File: config.mk
export PLATFORM = sky130hd
export DESIGN_NAME = shift_iterative
export DESIGN_NICKNAME = d
export VERILOG_FILES = /design/src/rtl/shift_pkg.sv /design/src/rtl/shift_iterative_step.sv /design/src/rtl/shift_iterative.sv
export SDC_FILE = /design/constraint.sdc
export NUM_CORES = 1
export LEC_CHECK = 0
export ABC_CLOCK_PERIOD_IN_PS = 3700
export CAP_MARGIN = 5
export CORE_UTILIZATION = 50
export DETAILED_ROUTE_END_ITERATION = 10
export DONT_BUFFER_PORTS = 1
export PLACE_DENSITY = 0.76
export SYNTH_ARGS = -nofsm -noshare
export SYNTH_HDL_FRONTEND = slang
export SYNTH_SLANG_ARGS = --single-unit
File: constraint.sdc
create_clock -name iCLOCK -period 3.7 [get_ports iCLOCK]
set_clock_uncertainty 0.05 [all_clocks]
set_input_delay 0.74 -clock iCLOCK [delete_from_list [all_inputs] [get_ports iCLOCK]]
set_output_delay 0.74 -clock iCLOCK [all_outputs]
set_load 0.02 [all_outputs]
File: src/rtl/shift_pkg.sv
// shift_pkg: shared mode encodings, FSM states and widths for the shift units
package shift_pkg;
    localparam logic [2:0] SHIFT_BUF = 3'd0;
    localparam logic [2:0] SHIFT_LSL = 3'd1;
    localparam logic [2:0] SHIFT_LSR = 3'd2;
    localparam logic [2:0] SHIFT_ASR = 3'd3;
    localparam logic [2:0] SHIFT_ROL = 3'd4;
    localparam logic [2:0] SHIFT_ROR = 3'd5;
    localparam int SHIFT_AMT_W = 6;
    typedef enum logic [1:0] {IDLE, RUN, OUT} state_t;
endpackage

File: src/rtl/shift_iterative_step.sv
// shift_iterative_step: moves data by s positions (0..32) in the selected mode
module shift_iterative_step
    import shift_pkg::*;
#(
    parameter int N = 32
) (
    input  logic [N-1:0]           data,
    input  logic [2:0]             mode,
    input  logic [SHIFT_AMT_W-1:0] s,
    input  logic                   sign,
    output logic [N-1:0]           result
);
    logic [2*N-1:0] rol_w;
    logic [2*N-1:0] ror_w;
    logic [N:0]     asr_w;
    // doubled words give wrap-around for rotates; the extra top bit carries the captured sign
    always_comb begin
        rol_w  = {data, data} << s;
        ror_w  = {data, data} >> s;
        asr_w  = $signed({sign, data}) >>> s;
        result = mode == SHIFT_LSL ? data << s :
                 mode == SHIFT_LSR ? data >> s :
                 mode == SHIFT_ASR ? asr_w[N-1:0] :
                 mode == SHIFT_ROL ? rol_w[2*N-1:N] :
                 mode == SHIFT_ROR ? ror_w[N-1:0] : data;
    end
endmodule

File: src/rtl/shift_iterative.sv
// shift_iterative: multi-cycle handshaked shift/rotate unit moving at most STEP bits per cycle
module shift_iterative
    import shift_pkg::*;
#(
    parameter int STEP = 4,
    parameter int N    = 32
) (
    input  logic         iCLOCK,
    input  logic         iRESET_SYNC,
    input  logic         iFLUSH,
    input  logic         iVALID,
    output logic         oBUSY,
    input  logic [2:0]   iCONTROL_MODE,
    input  logic [N-1:0] iDATA_0,
    input  logic [N-1:0] iDATA_1,
    output logic         oVALID,
    input  logic         iBUSY,
    output logic [N-1:0] oDATA,
    output logic         oSF,
    output logic         oOF,
    output logic         oCF,
    output logic         oPF,
    output logic         oZF
);
    localparam logic [SHIFT_AMT_W-1:0] STEP_W = SHIFT_AMT_W'(STEP);
    state_t                 state;
    logic [N-1:0]           d;
    logic [2:0]             mode;
    logic                   sign;
    logic                   cf_q;
    logic [SHIFT_AMT_W-1:0] rem;
    logic [SHIFT_AMT_W-1:0] n;
    logic [SHIFT_AMT_W-1:0] eff;
    logic [SHIFT_AMT_W-1:0] s;
    logic [SHIFT_AMT_W-1:0] idx_l;
    logic [SHIFT_AMT_W-1:0] idx_r;
    logic                   n_zero;
    logic                   n_big;
    logic                   cf_in;
    logic [N-1:0]           moved;
    logic [N-1:0]           res_next;
    logic                   cf_next;
    logic                   unused_bits;
    assign n           = iDATA_1[SHIFT_AMT_W-1:0];
    assign unused_bits = ^iDATA_1[N-1:SHIFT_AMT_W];
    assign oBUSY       = state != IDLE;
    assign oOF         = 1'b0;
    // effective count and carry are derived from the request so RUN only has to move bits
    always_comb begin
        n_zero   = n == '0;
        n_big    = n > 6'd32;
        idx_l    = 6'd32 - n;
        idx_r    = n - 6'd1;
        eff      = (iCONTROL_MODE == SHIFT_LSL || iCONTROL_MODE == SHIFT_LSR || iCONTROL_MODE == SHIFT_ASR) ? (n_big ? 6'd32 : n) :
                   (iCONTROL_MODE == SHIFT_ROL || iCONTROL_MODE == SHIFT_ROR) ? {1'b0, n[4:0]} : '0;
        cf_in    = (iCONTROL_MODE == SHIFT_LSL || iCONTROL_MODE == SHIFT_ROL) ? (!n_zero && !n_big && iDATA_0[idx_l[4:0]]) :
                   (iCONTROL_MODE == SHIFT_LSR || iCONTROL_MODE == SHIFT_ROR) ? (!n_zero && !n_big && iDATA_0[idx_r[4:0]]) :
                   iCONTROL_MODE == SHIFT_ASR ? (n_zero ? 1'b0 : n_big ? iDATA_0[N-1] : iDATA_0[idx_r[4:0]]) : 1'b0;
        s        = rem > STEP_W ? STEP_W : rem;
        res_next = state == IDLE ? iDATA_0 : moved;
        cf_next  = state == IDLE ? cf_in : cf_q;
    end
    shift_iterative_step #(.N(N)) u_step (
        .data   (d),
        .mode   (mode),
        .s      (s),
        .sign   (sign),
        .result (moved)
    );
    // FSM: capture in IDLE, iterate in RUN, hold the registered result in OUT until accepted
    always_ff @(posedge iCLOCK) begin
        if (iRESET_SYNC) begin
            state  <= IDLE;
            oVALID <= 1'b0;
            oDATA  <= '0;
            oSF    <= 1'b0;
            oCF    <= 1'b0;
            oPF    <= 1'b0;
            oZF    <= 1'b0;
            d      <= '0;
            mode   <= SHIFT_BUF;
            sign   <= 1'b0;
            cf_q   <= 1'b0;
            rem    <= '0;
        end else if (iFLUSH) begin
            state  <= IDLE;
            oVALID <= 1'b0;
        end else begin
            case (state)
                IDLE: if (iVALID) begin
                    d     <= iDATA_0;
                    mode  <= iCONTROL_MODE;
                    sign  <= iDATA_0[N-1];
                    cf_q  <= cf_in;
                    rem   <= eff;
                    state <= eff == '0 ? OUT : RUN;
                end
                RUN: begin
                    d     <= moved;
                    rem   <= rem - s;
                    state <= rem == s ? OUT : RUN;
                end
                OUT: if (!iBUSY) begin
                    state  <= IDLE;
                    oVALID <= 1'b0;
                end
                default: state <= IDLE;
            endcase
            if ((state == IDLE && iVALID && eff == '0) || (state == RUN && rem == s)) begin
                oVALID <= 1'b1;
                oDATA  <= res_next;
                oSF    <= res_next[N-1];
                oPF    <= res_next[0];
                oZF    <= res_next == '0;
                oCF    <= cf_next;
            end
        end
    end
endmodule

; ---- After elaboration in Yosys (flattened, before gate mapping)
; Cells that the tools add are included.
[op_classes]
n_lt_le_gt_ge = 4
reduce_logical = 27
shift = 5
bitwise = 1
n_eq_ne = 16
mux = 32
add_sub_neg = 3
[op_table]
columns = operator, n
row1 = two-way mux 32 bit, 7
row2 = case mux 32 bit (2 select lines), 1
row3 = << shifter 64 x 6 -> 64 bit, 1
row4 = right shift 64 x 6 -> 32 bit, 1
row5 = >>> shifter 33 x 6 -> 32 bit, 1
row6 = zero test 32 bit, 1
row7 = << shifter 32 x 6 -> 32 bit, 1
row8 = right shift 32 x 6 -> 32 bit, 1
row9 = two-way mux 6 bit, 4
row10 = equality test 3 x 2 -> 1 bit (second input constant), 4
row11 = equality test 3 bit (second input constant), 4
row12 = zero test 6 bit, 2
row13 = < comparator 5 x 6 -> 1 bit (second input constant), 2
row14 = case mux 6 bit (2 select lines), 1
row15 = two-way mux 1 bit, 11
row16 = binary-select mux 1 bit (select 5 bit), 2
row17 = two-way mux 2 bit, 4
row18 = equality test 3 x 1 -> 1 bit (second input constant), 2
row19 = equality test 6 bit, 1
row20 = greater-than comparator 6 x 3 -> 1 bit (second input constant), 1
row21 = greater-than comparator 6 bit (second input constant), 1
row22 = logical AND 1 bit, 6
row23 = logical OR 1 bit, 6
row24 = case mux 2 bit (3 select lines), 1
row25 = other kinds (15), 22
[word_totals]
out_inout_bits = 39
elab_cells = 100
regBits = 82
in_bits = 72

; ---- Logic depth before layout (Yosys ltp)
[depth]
ltp_word = 10
ltp_mapped = 14
ltp_nobuf = 10

; ---- Hierarchy
; Synthesis repeated with hierarchy kept, for this count alone.
[unflattened]
cells_unflattened = 1591
hier_area_um2 = 11920.2
[modules_own_cells]
columns = mod, area_per_inst_um2, instances, cells_per_inst
row1 = shift_iterative_step, 7208.2, 1, 995
row2 = shift_iterative, 4712.0, 1, 596

; ---- Worst setup path after synthesis
; No wires, ideal clock.
[synth_timing]
path_kind = input -> register
startpoint = input iDATA_1[0]
endpoint = register oCF
path_slack_ps = -149
t_arrival_ps = 3667
cell_stages = 12
path_cell_list = clkbuf_1 inv_1 ha_1 clkbuf_1 clkbuf_1 mux4_2 mux4_2 mux2i_1 nand3_1 and3_1 nor4_1 nor4_1
[synth_via]
elab_chain_len = 9
[synth_rtl]
columns = element, line
row1 = start: declaration, shift_iterative.sv:15  ; input logic [N-1:0] iDATA_1,
row2 = subtractor 5 x 1 -> 5 bit, shift_iterative.sv:53  ; idx_r = n - 6'd1;
row3 = binary-select mux 1 bit (select 5 bit), "shift_iterative.sv:57, shift_iterative.sv:58"
row4 = two-way mux 1 bit (implied by the code), "shift_iterative.sv:57, shift_iterative.sv:58"
row5 = two-way mux 1 bit (3 in series), shift_iterative.sv:58  ; iCONTROL_MODE == SHIFT_ASR ? (n_zero ? 1'b0 : n_big ? iDATA_0[N-1] : iDATA_0[idx_r[4:0]]) : 1'b0;
row6 = two-way mux 1 bit, shift_iterative.sv:57  ; (iCONTROL_MODE == SHIFT_LSR || iCONTROL_MODE == SHIFT_ROR) ? (!n_zero && !n_big && iDATA_0[idx_r[4:0]]) :
row7 = two-way mux 1 bit, shift_iterative.sv:56  ; cf_in = (iCONTROL_MODE == SHIFT_LSL || iCONTROL_MODE == SHIFT_ROL) ? (!n_zero && !n_big && iDATA_0[idx_l[4:0]] ...
row8 = two-way mux 1 bit, shift_iterative.sv:61  ; cf_next = state == IDLE ? cf_in : cf_q;
row9 = end signal: assignment, shift_iterative.sv:115  ; oCF <= cf_next;
row10 = end: declaration, shift_iterative.sv:21  ; output logic oCF,
; Several ways; a longest one is shown, not always the timed one. The select of a mux whose other input is x is not followed.
; A chain may end at the register's enable or synchronous reset.

; ---- Final worst setup path
[layout_timing]
startpoint = register rem[5]
endpoint = register oZF
[layout_via]
elab_chain_len = 10
[layout_rtl]
columns = element, line
row1 = start: declaration, shift_iterative.sv:31  ; logic [SHIFT_AMT_W-1:0] rem;
row2 = start signal: assignment, shift_iterative.sv:100  ; rem <= rem - s;
row3 = greater-than comparator 6 x 3 -> 1 bit, shift_iterative.sv:59  ; s = rem > STEP_W ? STEP_W : rem;
row4 = two-way mux 6 bit, shift_iterative.sv:59
row5 = right shift 64 x 6 -> 32 bit, shift_iterative_step.sv:19  ; ror_w = {data, data} >> s;
row6 = two-way mux 32 bit, shift_iterative_step.sv:25  ; mode == SHIFT_ROR ? ror_w[N-1:0] : data;
row7 = two-way mux 32 bit, shift_iterative_step.sv:24  ; mode == SHIFT_ROL ? rol_w[2*N-1:N] :
row8 = two-way mux 32 bit, shift_iterative_step.sv:23  ; mode == SHIFT_ASR ? asr_w[N-1:0] :
row9 = two-way mux 32 bit, shift_iterative_step.sv:22  ; mode == SHIFT_LSR ? data >> s :
row10 = two-way mux 32 bit, shift_iterative_step.sv:21  ; result = mode == SHIFT_LSL ? data << s :
row11 = two-way mux 32 bit, shift_iterative.sv:60  ; res_next = state == IDLE ? iDATA_0 : moved;
row12 = zero test 32 bit, shift_iterative.sv:114  ; oZF <= res_next == '0;
row13 = end signal: assignment, shift_iterative.sv:79  ; oZF <= 1'b0;
row14 = end signal: assignment, shift_iterative.sv:114
row15 = end: declaration, shift_iterative.sv:23  ; output logic oZF
; Several ways; a longest one is shown, not always the timed one.

==> run_results.csv <==
group,metric,value,unit
run_status,outcome,"complete, no violations",
critical_path,end_kind,"register",
logic_synthesis,synth_cells,1147,
floorplanning,io_pins,111,
logic_synthesis,synth-seq-cells,80,
clock_tree,cts_made_buffers,9,
clock_tree,h-tree-depth,3,
logic_synthesis,synth-adder-area-share,0.540,%
critical_path,worst_ep_required_time,3940,ps
logic_synthesis,synthMostInstantiatedCell,"nor2_1",
grt,antenna_found_initial,0,
logic_synthesis,synth-simple-area-share,25.2,%
sta,min_period,3470,ps
logic_synthesis,synth_edf_count,0,
floorplanning,die_h,131,um
clock_tree,post_cts_buffers,0,
place,dpl.cell_count,1289,
critical_path,reg2reg_to,"oZF$_SDFFE_PP0P_",
logic_synthesis,synthFlopType,"dfxtp_1",
final_layout,diodes,0,
clock_tree,path_clk_slew,70,ps
logic_synthesis,ys_warn_count,0,
final_layout,fillerInstances,1527,
sta,slew_violations,0,
logic_synthesis,synth_compound_area_share,29.8,%
critical_path,startpoint_type,"register",
critical_path,rrSetupSlack,230,ps
min_path,min_to,"state[1]$_SDFFE_PP0P_",
sta,hold_viol,0,
final_layout,multi_input_area,6110,um^2
logic_synthesis,yosys-top-cells-count,"149 x nor2_1, 121 x nand2_1, 108 x clkbuf_1, 101 x a21oi_1, 80 x dfxtp_1",
drt,vias_per_cell,7.56,
final_layout,area_growth,6.81,%
sta,rsz0062_at_grt,"false",
pwr,leakagePower,2.97,nW
logic_synthesis,synth_top_area_cell,"dfxtp_1",
clock_tree,cts_tree,"done",
logic_synthesis,synth_top_family_by_area,"compound AO/OA/AOI/OAI gates",
flow_run,cap_violations,0,
clock_tree,clk_latency,350,ps
grt,grtUsageTotal,39.7,%
drt,drc,0,
critical_path,worstReg2RegStart,"rem[5]$_SDFFE_PP0P_",
logic_synthesis,synth_area,8340,um^2
logic_synthesis,synthMuxAreaShare,16.9,%
clock_tree,ctsHoldBuffers,0,
final_layout,regArea,1610,um^2
clock_tree,root_buffer,"clkbuf_16",
logic_synthesis,synth_area_leaders,"dfxtp_1 19%, mux4_2 12%, nor2_1 6.7%",
clock_tree,clockBufferDepth,2,
floorplanning,die_area,17200,um^2
grt,overflow,0,
drt,wl_per_cell,26.4,um
sta,period_share,93.9,%
critical_path,path_class,"reg2reg",
critical_path,rr_worst_depth,10,
pwr,ir_worst_vdd,0.282,mV
logic_synthesis,synthesis.nets,1221,
logic_synthesis,ys_async_sr_fraction,0,%
sta,max_freq,0.288,GHz
logic_synthesis,seq_area_frac_synth,19.2,%
pwr,power,0.00294,W
floorplanning,rows,46,
clock_tree,cts.sinks,80,
floorplanning,start_util,51.9,%
logic_synthesis,avgSynthCellArea,7.27,um^2
grt,grt_pass1_vias,8926,
min_path,hp-class,"in2reg",
pwr,p_per_area,330,nW/um^2
final_layout,layout.nets,1158,
drt,drtIter0Drc,1806,
critical_path,critPathMaxFanout,36,
sta,final.setup.tns,0,ps
grt,grt_start_max_net_pins,82,
place,io_buffer_count,0,
floorplanning,coreArea,16100,um^2
drt,drt_first_pass_iters,7,
sta,setup_viol,0,
drt,num_vias,9871,
place,place_congestion,1.02,
final_layout,drive_gt1_share,15.1,%
drt,ant_nets,0,
logic_synthesis,synth-xor-area-share,0.630,%
grt,grt_first_pass_wirelength,53.3,mm
floorplanning,die_w,131,um
sta,holdWs,412,ps
sta,max_slew.worst_pin.slew,948,ps
min_path,min_path_cells,1,
min_path,hp-start,"iFLUSH",
drt,wirelength,34.5,mm
final_layout,fin_cells,1305,
critical_path,crit_arrival,3720,ps
logic_synthesis,ys_types,76,
logic_synthesis,synth_top_area_share,19.2,%
sta,max_slew_margin,36.0,%
clock_tree,cts_resized,0,
place,dpl.hpwl,24.3,mm
==> worst max-delay path, stage by stage (launching register included) <==
cell and delay, ps:
dfxtp_1 320, or4_4 590, buf_12 200, a22oi_1 160, a22oi_1 90, nor3_1 450
a21oi_1 160, or4b_1 610, a2111o_1 420, nor4_2 210, a31o_1 160
==> sequential cells by signal (all words and copies together), names as in the netlist <==
signal  cells
d          32
oDATA      32
rem         6
oCF         1
state       2
mode        3
oZF         1
oVALID      1
sign        1
cf_q        1
==> layout by cell type, fill, tap and decap left out, types with 16 or more instances in the layout <==
master / n
a211oi_1: 20
a21oi_1: 101
a222oi_1: 21
a22oi_1: 16
a31oi_1: 16
buf_4: 69
dfxtp_1: 76
mux2i_1: 27
mux4_2: 46
nand2_1: 121
nand3_1: 42
nor2_1: 149
nor3_1: 42
nor4_1: 17
o21ai_0: 55
==> how the worst max path moves through the flow <==
stage,from,to,slack (ps),depth (start not counted)
3_5_place_dp,rem[5]$_SDFFE_PP0P_,oZF$_SDFFE_PP0P_,300,10
2_1_floorplan,iDATA_1[0],oCF$_SDFFE_PP0P_,60,12
6_report,rem[5]$_SDFFE_PP0P_,oZF$_SDFFE_PP0P_,230,10
4_1_cts,rem[4]$_SDFFE_PP0P_,oZF$_SDFFE_PP0P_,290,10
5_1_grt,rem[5]$_SDFFE_PP0P_,oZF$_SDFFE_PP0P_,70,10
3_3_place_gp,rem[5]$_SDFFE_PP0P_,oZF$_SDFFE_PP0P_,370,10
==> final cells by class <==
class | count | share of cell area, %
clock buffer | 10 | 2.57
clock inverter | 6 | 0.478
inverter | 13 | 0.548
multi-input combinational | 907 | 68.6
sequential | 80 | 18.1
tap | 216 | 3.03
timing repair buffer | 73 | 6.71
==> through the flow <==
step / cell area, um^2 / worst slack, ps / utilization, %
floorplan: 8340 / 62.1 / -
global placement: 8640 / 366 / 53.8
detailed placement: 8640 / 299 / 53.8
CTS: 8910 / 288 / 55.5
global route: 8910 / 70.4 / 55.5
finish: 8910 / 225 / 55.5
==> kinds of logic (layout without fill, tap and decap cells) <==
family | Yosys count | in the layout
mux | 82 | 82
flops | 80 | 80
buf+inv | 160 | 102
simple gates | 452 | 452
other cells | 2 | 2
xor+xnor | 6 | 6
fa+ha+maj | 4 | 4
compound gates | 361 | 361
==> layer usage <==
metal,routed length [um],track usage [%]
met5,0,0
met4,2180,20.7
met3,5240,10.9
met2,14300,57.7
met1,12700,53.4
==> power breakdown <==
part	switching, W	internal [W]	total (W)
clock	0.000391	0.000458	0.000849
sequential	0.000116	0.000908	0.00102
combinational	0.000661	0.000409	0.00107
Power figures use the tool's default switching activity.
